[config.mk]
export PLATFORM = sky130hd
export DESIGN_NAME = vga_pixel_fifo_flat
export DESIGN_NICKNAME = d
export VERILOG_FILES = /design/src/rtl/vga_pixel_fifo_if.sv /design/src/rtl/vga_pixel_fifo.sv /design/src/flat_wrapper.sv
export SDC_FILE = /design/constraint.sdc
export NUM_CORES = 1
export LEC_CHECK = 0
export BUFFER_PORTS_ARGS = -buffer_cell sky130_fd_sc_hd__buf_4
export CORE_MARGIN = 5
export CORE_UTILIZATION = 34
export DETAILED_ROUTE_END_ITERATION = 8
export SETUP_SLACK_MARGIN = 0.5
export SKIP_CTS_REPAIR_TIMING = 1
export SLEW_MARGIN = 20
export SYNTH_ARGS = -nofsm -noshare
export SYNTH_HDL_FRONTEND = slang
export SYNTH_SLANG_ARGS = --single-unit
[constraint.sdc]
create_clock -name clk_i -period 2.2 [get_ports clk_i]
set_input_delay 0 -clock clk_i [delete_from_list [all_inputs] [get_ports clk_i]]
set_output_delay 0 -clock clk_i [all_outputs]
set_load 0.05 [all_outputs]
[src/rtl/vga_pixel_fifo_if.sv]
// Write/read handshake bundle between a pixel source, vga_pixel_fifo and vga_ctrl.
// The FIFO uses the slave modport. The source/consumer side uses the master modport.
interface vga_pixel_fifo_if #(
  parameter int DATA_WIDTH = 16,
  parameter int DEPTH      = 64
);
  localparam int LVL_W = $clog2(DEPTH) + 1;

  logic                  flush_i;
  logic                  wr_valid_i;
  logic [DATA_WIDTH-1:0] wr_data_i;
  logic                  wr_ready_o;
  logic                  rd_en_i;
  logic [DATA_WIDTH-1:0] rd_data_o;
  logic                  empty_o;
  logic                  almost_empty_o;
  logic [LVL_W-1:0]      level_o;
  logic                  underflow_o;

  modport master (
    output flush_i, wr_valid_i, wr_data_i, rd_en_i,
    input  wr_ready_o, rd_data_o, empty_o, almost_empty_o, level_o, underflow_o
  );

  modport slave (
    input  flush_i, wr_valid_i, wr_data_i, rd_en_i,
    output wr_ready_o, rd_data_o, empty_o, almost_empty_o, level_o, underflow_o
  );
endinterface

[src/rtl/vga_pixel_fifo.sv]
// First-word-fall-through RGB565 pixel FIFO in the pixel clock domain.
// It has a per-frame flush and a sticky underflow flag.
module vga_pixel_fifo #(
  parameter int DATA_WIDTH   = 16,
  parameter int DEPTH        = 64,
  parameter int AEMPTY_LEVEL = 8
) (
  input logic             clk_i,
  input logic             rst_i,
  vga_pixel_fifo_if.slave fifo
);
  localparam int PTR_W = $clog2(DEPTH);
  localparam int LVL_W = PTR_W + 1;
  localparam logic [LVL_W-1:0] FULL_LVL   = LVL_W'(DEPTH);
  localparam logic [LVL_W-1:0] AEMPTY_LVL = LVL_W'(AEMPTY_LEVEL);

  logic [DATA_WIDTH-1:0] mem_q [DEPTH];
  logic [PTR_W:0]        wr_ptr_q, wr_ptr_d, rd_ptr_q, rd_ptr_d;
  logic [LVL_W-1:0]      level_q, level_d;
  logic                  empty_q, empty_d;
  logic                  aempty_q, aempty_d;
  logic                  underflow_q, underflow_d;
  logic                  wr_ready_q, wr_ready_d;
  logic                  accept, pop, mem_we;

  assign accept = fifo.wr_valid_i & wr_ready_q;
  assign pop    = fifo.rd_en_i & ~empty_q;
  assign mem_we = accept & ~fifo.flush_i & ~rst_i;

  // NOTE: every always_comb output gets a default first so no latch is inferred.
  always_comb begin
    wr_ptr_d    = wr_ptr_q;
    rd_ptr_d    = rd_ptr_q;
    level_d     = level_q;
    underflow_d = underflow_q;
    if (fifo.flush_i) begin
      wr_ptr_d    = '0;
      rd_ptr_d    = '0;
      level_d     = '0;
      underflow_d = 1'b0;
    end else begin
      if (accept) wr_ptr_d = wr_ptr_q + 1'b1;
      if (pop)    rd_ptr_d = rd_ptr_q + 1'b1;
      if (accept && !pop)      level_d = level_q + 1'b1;
      else if (pop && !accept) level_d = level_q - 1'b1;
      if (fifo.rd_en_i && empty_q) underflow_d = 1'b1;
    end
    // Extra pointer MSB distinguishes full from empty, so equal pointers mean empty.
    empty_d    = (wr_ptr_d == rd_ptr_d);
    aempty_d   = (level_d <= AEMPTY_LVL);
    wr_ready_d = (level_d != FULL_LVL);
  end

  // NOTE: sequential state uses non-blocking assignments only.
  always_ff @(posedge clk_i) begin
    if (rst_i) begin
      wr_ptr_q    <= '0;
      rd_ptr_q    <= '0;
      level_q     <= '0;
      empty_q     <= 1'b1;
      aempty_q    <= 1'b1;
      underflow_q <= 1'b0;
      wr_ready_q  <= 1'b0;
    end else begin
      wr_ptr_q    <= wr_ptr_d;
      rd_ptr_q    <= rd_ptr_d;
      level_q     <= level_d;
      empty_q     <= empty_d;
      aempty_q    <= aempty_d;
      underflow_q <= underflow_d;
      wr_ready_q  <= wr_ready_d;
    end
  end

  // NOTE: storage has no reset; the pointers alone decide which entries are live.
  always_ff @(posedge clk_i) begin
    if (mem_we) mem_q[wr_ptr_q[PTR_W-1:0]] <= fifo.wr_data_i;
  end

  assign fifo.rd_data_o      = empty_q ? '0 : mem_q[rd_ptr_q[PTR_W-1:0]];
  assign fifo.empty_o        = empty_q;
  assign fifo.almost_empty_o = aempty_q;
  assign fifo.level_o        = level_q;
  assign fifo.underflow_o    = underflow_q;
  assign fifo.wr_ready_o     = wr_ready_q;
endmodule

[src/flat_wrapper.sv]
// flat-port wrapper written by rule: the top's interface ports become plain ports
module vga_pixel_fifo_flat 
#(
  parameter int DATA_WIDTH   = 16,
  parameter int DEPTH        = 64,
  parameter int AEMPTY_LEVEL = 8
)
  (clk_i, rst_i, fifo_flush_i, fifo_wr_valid_i, fifo_wr_data_i, fifo_rd_en_i, fifo_wr_ready_o, fifo_rd_data_o, fifo_empty_o, fifo_almost_empty_o, fifo_level_o, fifo_underflow_o);
  vga_pixel_fifo_if #(.DATA_WIDTH(DATA_WIDTH), .DEPTH(DEPTH)) fifo_i ();
  input logic clk_i;
  input logic rst_i;
  input wire logic [$bits(fifo_i.flush_i)-1:0] fifo_flush_i;
  input wire logic [$bits(fifo_i.wr_valid_i)-1:0] fifo_wr_valid_i;
  input wire logic [$bits(fifo_i.wr_data_i)-1:0] fifo_wr_data_i;
  input wire logic [$bits(fifo_i.rd_en_i)-1:0] fifo_rd_en_i;
  output wire logic [$bits(fifo_i.wr_ready_o)-1:0] fifo_wr_ready_o;
  output wire logic [$bits(fifo_i.rd_data_o)-1:0] fifo_rd_data_o;
  output wire logic [$bits(fifo_i.empty_o)-1:0] fifo_empty_o;
  output wire logic [$bits(fifo_i.almost_empty_o)-1:0] fifo_almost_empty_o;
  output wire logic [$bits(fifo_i.level_o)-1:0] fifo_level_o;
  output wire logic [$bits(fifo_i.underflow_o)-1:0] fifo_underflow_o;
  assign fifo_i.flush_i = fifo_flush_i;
  assign fifo_i.wr_valid_i = fifo_wr_valid_i;
  assign fifo_i.wr_data_i = fifo_wr_data_i;
  assign fifo_i.rd_en_i = fifo_rd_en_i;
  assign fifo_wr_ready_o = fifo_i.wr_ready_o;
  assign fifo_rd_data_o = fifo_i.rd_data_o;
  assign fifo_empty_o = fifo_i.empty_o;
  assign fifo_almost_empty_o = fifo_i.almost_empty_o;
  assign fifo_level_o = fifo_i.level_o;
  assign fifo_underflow_o = fifo_i.underflow_o;
  vga_pixel_fifo #(.DATA_WIDTH(DATA_WIDTH), .DEPTH(DEPTH), .AEMPTY_LEVEL(AEMPTY_LEVEL)) u_core (.clk_i(clk_i), .rst_i(rst_i), .fifo(fifo_i));
endmodule
==> summary.md, run 1 <==
| Metric | Value |
|---|---|
| Dominant cell type by area after synthesis | `edfxtp_1` |
| CTS root buf | `clkbuf_16` |
| Worst Hold Launch | `rst_i` |
| Violated checks | `setup timing` |
| DRC viols | `0` |
| Clock slew at reported path FFs | `~0.060 ns` |
| XOR/XNOR Fraction of Synth Area | `0.00449` |
| Worst R2R End | `u_core.fifo.empty_o$_SDFF_PP1_` |
| Min cycle time layout | `roughly 3.2 ns` |
| CTS sink cnt | `around 1000` |
| Reg2Reg Depth | `9` |
| DR vias | `~21000` |
| Antenna Nets Post-Route | `0` |
| VDD IR-drop max | `around 0.7 mV` |
| Die area | `about 130000 sq um` |
| Multiplexer area fraction after synthesis | `0.161` |
| Average size of a mapped cell | `around 21 sq um` |
| Clk_skew | `approximately 0.023 ns` |
| First-pass GRT wire length | `roughly 150000 um` |
| HP Class | `input pin to flip-flop` |
| Clk Latency, worst-skew pair | `0.66 ns` |
| Switch Pwr | `slightly below 8 mW` |
| Post-synth top area share | `0.751` |
| Worst setup SP type | `flip-flop` |
| Pwr per Cell Area | `about 760 nW/um^2` |
| Critical Path AT | `around 3.2 ns` |
| GR Util All Layers | `0.158` |
| Max Fanout on Critical Path | `6` |
| Final Core Density | `0.430` |
| Largest family of logic cells by synthesized area | `multiplexers` |
| Hold Fails Final Rpt | `0` |
| Final WS setup | `-1.02 ns` |
| Synth area leaders | `edfxtp_1 75%, mux4_2 13%, mux2i_1 2.6%` |
| Synth-to-layout area growth | `25.8%` |
| Crit Path Class | `flip-flop to output pin` |
| DRT iter0 DRCs | `around 2200` |
| Max Cap Viol | `0` |
| Share of cells above drive strength 1 | `0.395` |
| Final setup vio count | `17` |
| Actual slew at the worst max-slew pin | `about 0.8 ns` |
| Syn nets | `roughly 2000` |
| Compound-Gate Fraction of Synth Area | `0.0282` |
| Post-DR wirelength/cell | `between 20 and 30 um` |
| IO Port Bufs | `47` |
| GRT overflow | `0` |
| Vias in the first global route | `around 21000` |
| Number of enable flip-flop cells after synthesis | `1024` |
| Area of the mapped netlist | `40900 sq um` |
| Die Ht | `around 360 um` |
| # IOs | `48` |
| Async SR Flop Fraction | `0` |
| Crit end category | `output pin` |
| DR pass1 iterations | `5` |
| Fin nets | `approximately 2300` |
| Placed cell areas | `about 46000 sq um` |
| Leak | `about 16 nW` |
| Post-synthesis sequential area ratio | `0.763` |
| Final WL | `roughly 110000 um` |
| F_max | `0.310 GHz` |
| TNS Setup | `-14.89 ns` |
| Yosys reg bits | `1049` |
| Crit Reg-Reg Startpoint | `u_core.rd_ptr_q[1]$_SDFF_PP0_` |
| Most common cell after layout, fill and taps aside | `edfxtp_1` |
| Core area | `120000 sq um` |
| Final period utilization | `1.47` |
| Internal power | `~31 mW` |
| Flop-to-flop setup slack | `-0.01 ns` |
| Adder-cell share of the synthesized area | `0.00122` |
| Netlist cell types | `60` |
| HPWL Detailed | `61900 um` |
| CTS Buf Count | `between 100 and 150` |
| Seq pwr share | `0.558` |
| CTS H-Tree Depth | `3` |
| Largest net degree at the start of global routing | `65` |
| Hold path depth | `3` |
| Net Sw Frac | `0.199` |
| RSZ-0062 raised after global routing | `yes` |
| Clock buffer depth | `3` |
| Synth Flop Type | `edfxtp_1` |
| Synth Instances | `~1900` |
| Clock share of power | `0.424` |
| RD Place Congestion | `around 0.8` |
| Initial Utilization | `0.342` |
| Vias per cell | `around 5.2` |
| Final Slew Violations | `0` |
| Row count | `around 130` |
| Antenna violations before repair | `6` |
| Relative slew slack | `0.463` |
| Design Area, Final | `51500 sq um` |
| Combinational share of power | `0.018` |
| CTS tree | `done` |
| WHS | `between 0.2 and 0.25 ns` |
| Hold endpoint | `u_core.fifo.wr_ready_o$_SDFF_PP0_` |
| Most frequent cells in the layout | `1024 x edfxtp_1, 240 x mux4_2, 176 x buf_4` |
| Simple-gate share of the synthesized area | `0.0248` |
| Required time of the critical path | `2.20 ns` |
| Die outline width | `~360 um` |
| Run status | `finished, violations left` |
| Synth warnings | `0` |
==> area by class of cell <==
class | instances | area [sq um]
fillers | 10267 | 68300
flip-flops and latches | 1049 | 31300
multi-input cells | 776 | 10300
repair buffers | 365 | 4680
clock buffers | 133 | 2780
well taps | 1612 | 2020
clock inverters | 56 | 395
inverters | 5 | 23.8
diodes | 8 | 20.0
==> power by group through the flow <==
stage	clock, mW	combinational, mW	sequential (mW)
5_1_grt	17.9	0.764	21.9
3_3_place_gp	0	0.591	22.4
4_1_cts	17.0	0.624	21.9
2_1_floorplan	0	0.178	22.4
6_report	16.7	0.712	21.9
3_5_place_dp	0	0.626	22.4
==> metrics by stage <==
stage,worst slack (ns),instances,total power [mW]
6_report,-1.02,4004,39.3
5_1_grt,-1.09,3996,40.6
4_1_cts,-1.27,3909,39.6
3_5_place_dp,-0.543,3720,23.0
3_3_place_gp,-0.572,3720,22.9
2_1_floorplan,0.0568,1940,22.6
==> critical path: stages, from the launching register on <==
cell and delay, ns:
dfxtp_4 0.41, buf_12 0.15, clkbuf_16 0.16, mux4_2 0.49
mux4_2 0.56, nand2_2 0.12, a21oi_4 0.09, a31oi_1 0.22
buf_4 0.16, nor2_4 0.04, buf_6 0.18
==> metal layers <==
layer	vias up	track usage	wire (um)
li1	8867	-	-
met1	11143	0.219	43600
met2	800	0.259	51700
met3	152	0.0317	8190
met4	4	0.0397	2310
met5	-	0	25
==> registers in the layout (all words and copies together), names as in the netlist <==
register,flops
u_core.mem_q,1024
u_core.fifo.underflow_o,1
u_core.fifo.empty_o,1
u_core.fifo.level_o,7
u_core.rd_ptr_q,7
u_core.fifo.almost_empty_o,1
u_core.wr_ptr_q,7
u_core.fifo.wr_ready_o,1
==> worst max-delay path by stage <==
stage / from / endpoint / depth (start not counted)
4_1_cts: u_core.rd_ptr_q[0]$_SDFF_PP0_ / fifo_rd_data_o[2] / 9
5_1_grt: u_core.rd_ptr_q[0]$_SDFF_PP0_ / fifo_rd_data_o[13] / 11
6_report: u_core.rd_ptr_q[0]$_SDFF_PP0_ / fifo_rd_data_o[3] / 10
3_3_place_gp: u_core.rd_ptr_q[0]$_SDFF_PP0_ / fifo_rd_data_o[2] / 9
2_1_floorplan: u_core.rd_ptr_q[0]$_SDFF_PP0_ / fifo_rd_data_o[13] / 9
3_5_place_dp: u_core.rd_ptr_q[0]$_SDFF_PP0_ / fifo_rd_data_o[2] / 9
==> logic make-up after synthesis <==
kind of cell / Yosys count
DFF: 1049
muxes: 356
and+or+nand+nor: 222
AOI/OAI and AO/OA: 173
buffers and inverters: 115
xor gates and xnor gates: 21
adders and majority gates: 4
==> cell usage after synthesis, drive strengths merged (3+ instances only) <==
master / instances
a211oi: 16
a21o: 7
a21oi: 41
a221oi: 8
a22oi: 8
a31o: 3
a31oi: 9
and2: 6
and3: 3
buf: 70
clkbuf: 40
dfxtp: 25
edfxtp: 1024
ha: 4
inv: 5
mux2: 8
mux2i: 108
mux4: 240
nand2: 40
nand2b: 6
nand3: 18
nand3b: 3
nand4: 4
nor2: 101
nor2b: 13
nor3: 16
o211ai: 4
o21ai: 31
o221ai: 15
o22ai: 12
or3: 3
xnor2: 12
xor2: 9
Note: power is estimated with default switching activity, not from simulation.
==> run 2: changes to the inputs <==
==> constraint.sdc (replaced) <==
create_clock -name clk_i -period 2.2 [get_ports clk_i]
set_input_delay 0 -clock clk_i [delete_from_list [all_inputs] [get_ports clk_i]]
set_output_delay 0 -clock clk_i [all_outputs]
set_load 0.02 [all_outputs]
==> run 2 against run 1 <==
The flow still finishes with violations (setup timing). Critical endpoint is now fifo_rd_data_o[8]. Design area is 0.56% higher. Sequential share of layout area fell by 0.34 points. Clock power up 6%. Wire length is 1.2% higher. Flip-flop and latch count unchanged. Global-route usage rose by 0.20 points. Register-to-register slack gained 0.11 ns. Setup slack gained 0.039 ns. Critical path depth decreased by 1. Critical path type unchanged. First-iteration DRC count shrank 5.1%.
==> summary.md, run 2 (synthesis gave the netlist of run 1 again) <==
| Metric | Value |
|---|---|
| CTS tree | `done` |
| FF+latch area | `31300 sq um` |
| Largest net degree at the start of global routing | `65` |
| Violated checks | `setup timing` |
| Placed cell count | `3703` |
| RD Place Congestion | `0.782` |
| Max Cap Viol | `0` |
| TNS Setup | `-14.73 ns` |
| Actual slew at the worst max-slew pin | `between 0.8 and 0.9 ns` |
| RSZ-0062 raised after global routing | `yes` |
| Final Core Density | `0.432` |
| Worst setup SP type | `flip-flop` |
| GR Util All Layers | `0.160` |
| Max reg flops | `roughly 1000` |
| Die Ht | `approximately 360 um` |
| DRC viols | `0` |
| Final WS setup | `-0.986 ns` |
| WHS | `0.180 ns` |
| Leak | `15.7 nW` |
| Multi-input gate area | `slightly above 10000 sq um` |
| Final WL | `roughly 110000 um` |
| CTS Buf Count | `106` |
| DR vias | `21098` |
| DRT iter0 DRCs | `between 2000 and 2500` |
| First-pass GRT wire length | `roughly 150000 um` |
| Required time of the critical path | `around 2.2 ns` |
| HPWL Detailed | `about 62000 um` |
| CTS root buf | `clkbuf_16` |
| Die area | `roughly 130000 sq um` |
| F_max | `about 0.31 GHz` |
| VDD IR-drop max | `0.603 mV` |
| HP Class | `input pin to flip-flop` |
| Final period utilization | `1.45` |
| Antenna violations before repair | `4` |
| Final setup vio count | `16` |
| Die outline width | `357 um` |
| CTS H-Tree Depth | `3` |
| Crit end category | `output pin` |
| FILL cells | `slightly above 10000` |
| Clk_skew | `between 0.02 and 0.03 ns` |
| Fin nets | `between 2000 and 2500` |
| Pwr per Cell Area | `a little under 800 nW/um^2` |
| GRT overflow | `0` |
| Clock slew at reported path FFs | `about 0.060 ns` |
| Min cycle time layout | `between 3 and 4 ns` |
| Antenna Nets Post-Route | `0` |
| Vias per cell | `5.24` |
| Crit Path Class | `flip-flop to output pin` |
| Vias in the first global route | `21111` |
| Max Fanout on Critical Path | `7` |
| Post-DR wirelength/cell | `roughly 27 um` |
| Final std cells w/o fill | `roughly 4000` |
| Critical Path AT | `between 3 and 4 ns` |
| Relative slew slack | `0.435` |
| Clock buffer depth | `3` |
| Most frequent cells in the layout | `1024 x edfxtp_1, 240 x mux4_2, 195 x buf_4` |
| Synth-to-layout area growth | `26.5%` |
| IO Port Bufs | `47` |
| DR pass1 iterations | `5` |
| Clk Latency, worst-skew pair | `slightly below 0.7 ns` |
| Initial Utilization | `0.342` |
| Core area | `roughly 120000 sq um` |
| Share of cells above drive strength 1 | `0.401` |
| Hold Fails Final Rpt | `0` |
| Most common cell after layout, fill and taps aside | `edfxtp_1` |
| CTS sink cnt | `~1000` |
| Final Slew Violations | `0` |
| Row count | `roughly 130` |
| # IOs | `48` |
| Run status | `finished, violations left` |
-- run 2: changes by cell type in the layout (fill, tap and decap cells not counted), moves of 6 or more --
cell	before	now
inv_6	7	1
nor2_2	12	3
clkinv_2	14	22
buf_4	176	195
a21oi_2	9	15
nor2_1	25	32
-- run 2: power breakdown --
group / switching, mW / leakage (nW) / internal [mW]
sequential: 0.0110 / 9.41 / 21.9
combinational: 0.499 / 4.66 / 0.200
clock: 7.50 / 1.68 / 10.2
total: 8.01 / 15.7 / 32.3
-- run 2: routing by layer --
layer  global-route usage  vias up  wire, um
li1                     -     8884         -
met1                0.221    11299     45300
met2                0.263      748     52400
met3               0.0375      165      7140
met4               0.0351        2      2240
met5                    0        -        11
-- run 2: cell type report --
type / instances / share of cell area
clock inverters: 63 / 0.0112
well taps: 1612 / 0.0389
flip-flops and latches: 1049 / 0.604
repair buffers: 380 / 0.0915
clock buffers: 133 / 0.0548
multi-input cells: 776 / 0.199
inverters: 5 / 0.000362
diodes: 5 / 0.000242
-- run 2: critical path: stages (launching register included) --
cell       delay [ns]
dfxtp_4          0.39
buf_12           0.13
clkbuf_16        0.17
buf_16           0.15
mux4_2           0.52
mux4_2           0.50
o211ai_1         0.21
buf_4            0.20
a21oi_4          0.07
buf_6            0.15
-- run 2: path summary, 6_finish.rpt --
kind,cells past startpoint,start,slack [ns],endpoint
worst max-delay path,9,u_core.rd_ptr_q[0]$_SDFF_PP0_,-0.99,fifo_rd_data_o[8]
worst min-delay path,4,fifo_rd_en_i,0.18,u_core.fifo.underflow_o$_SDFFE_PP0P_
worst max register to register,9,u_core.rd_ptr_q[1]$_SDFF_PP0_,0.10,u_core.fifo.empty_o$_SDFF_PP1_
worst min register to register,2,u_core.fifo.underflow_o$_SDFFE_PP0P_,0.48,u_core.fifo.underflow_o$_SDFFE_PP0P_
-- run 2: per-stage QoR --
step	worst slack [ns]	instance area [sq um]	total power, mW
2_1_floorplan	0.160	41700	22.5
3_3_place_gp	-0.486	46000	22.9
3_5_place_dp	-0.515	46000	23.0
4_1_cts	-1.25	49400	40.5
5_1_grt	-1.08	51800	41.6
6_report	-0.986	51800	40.3
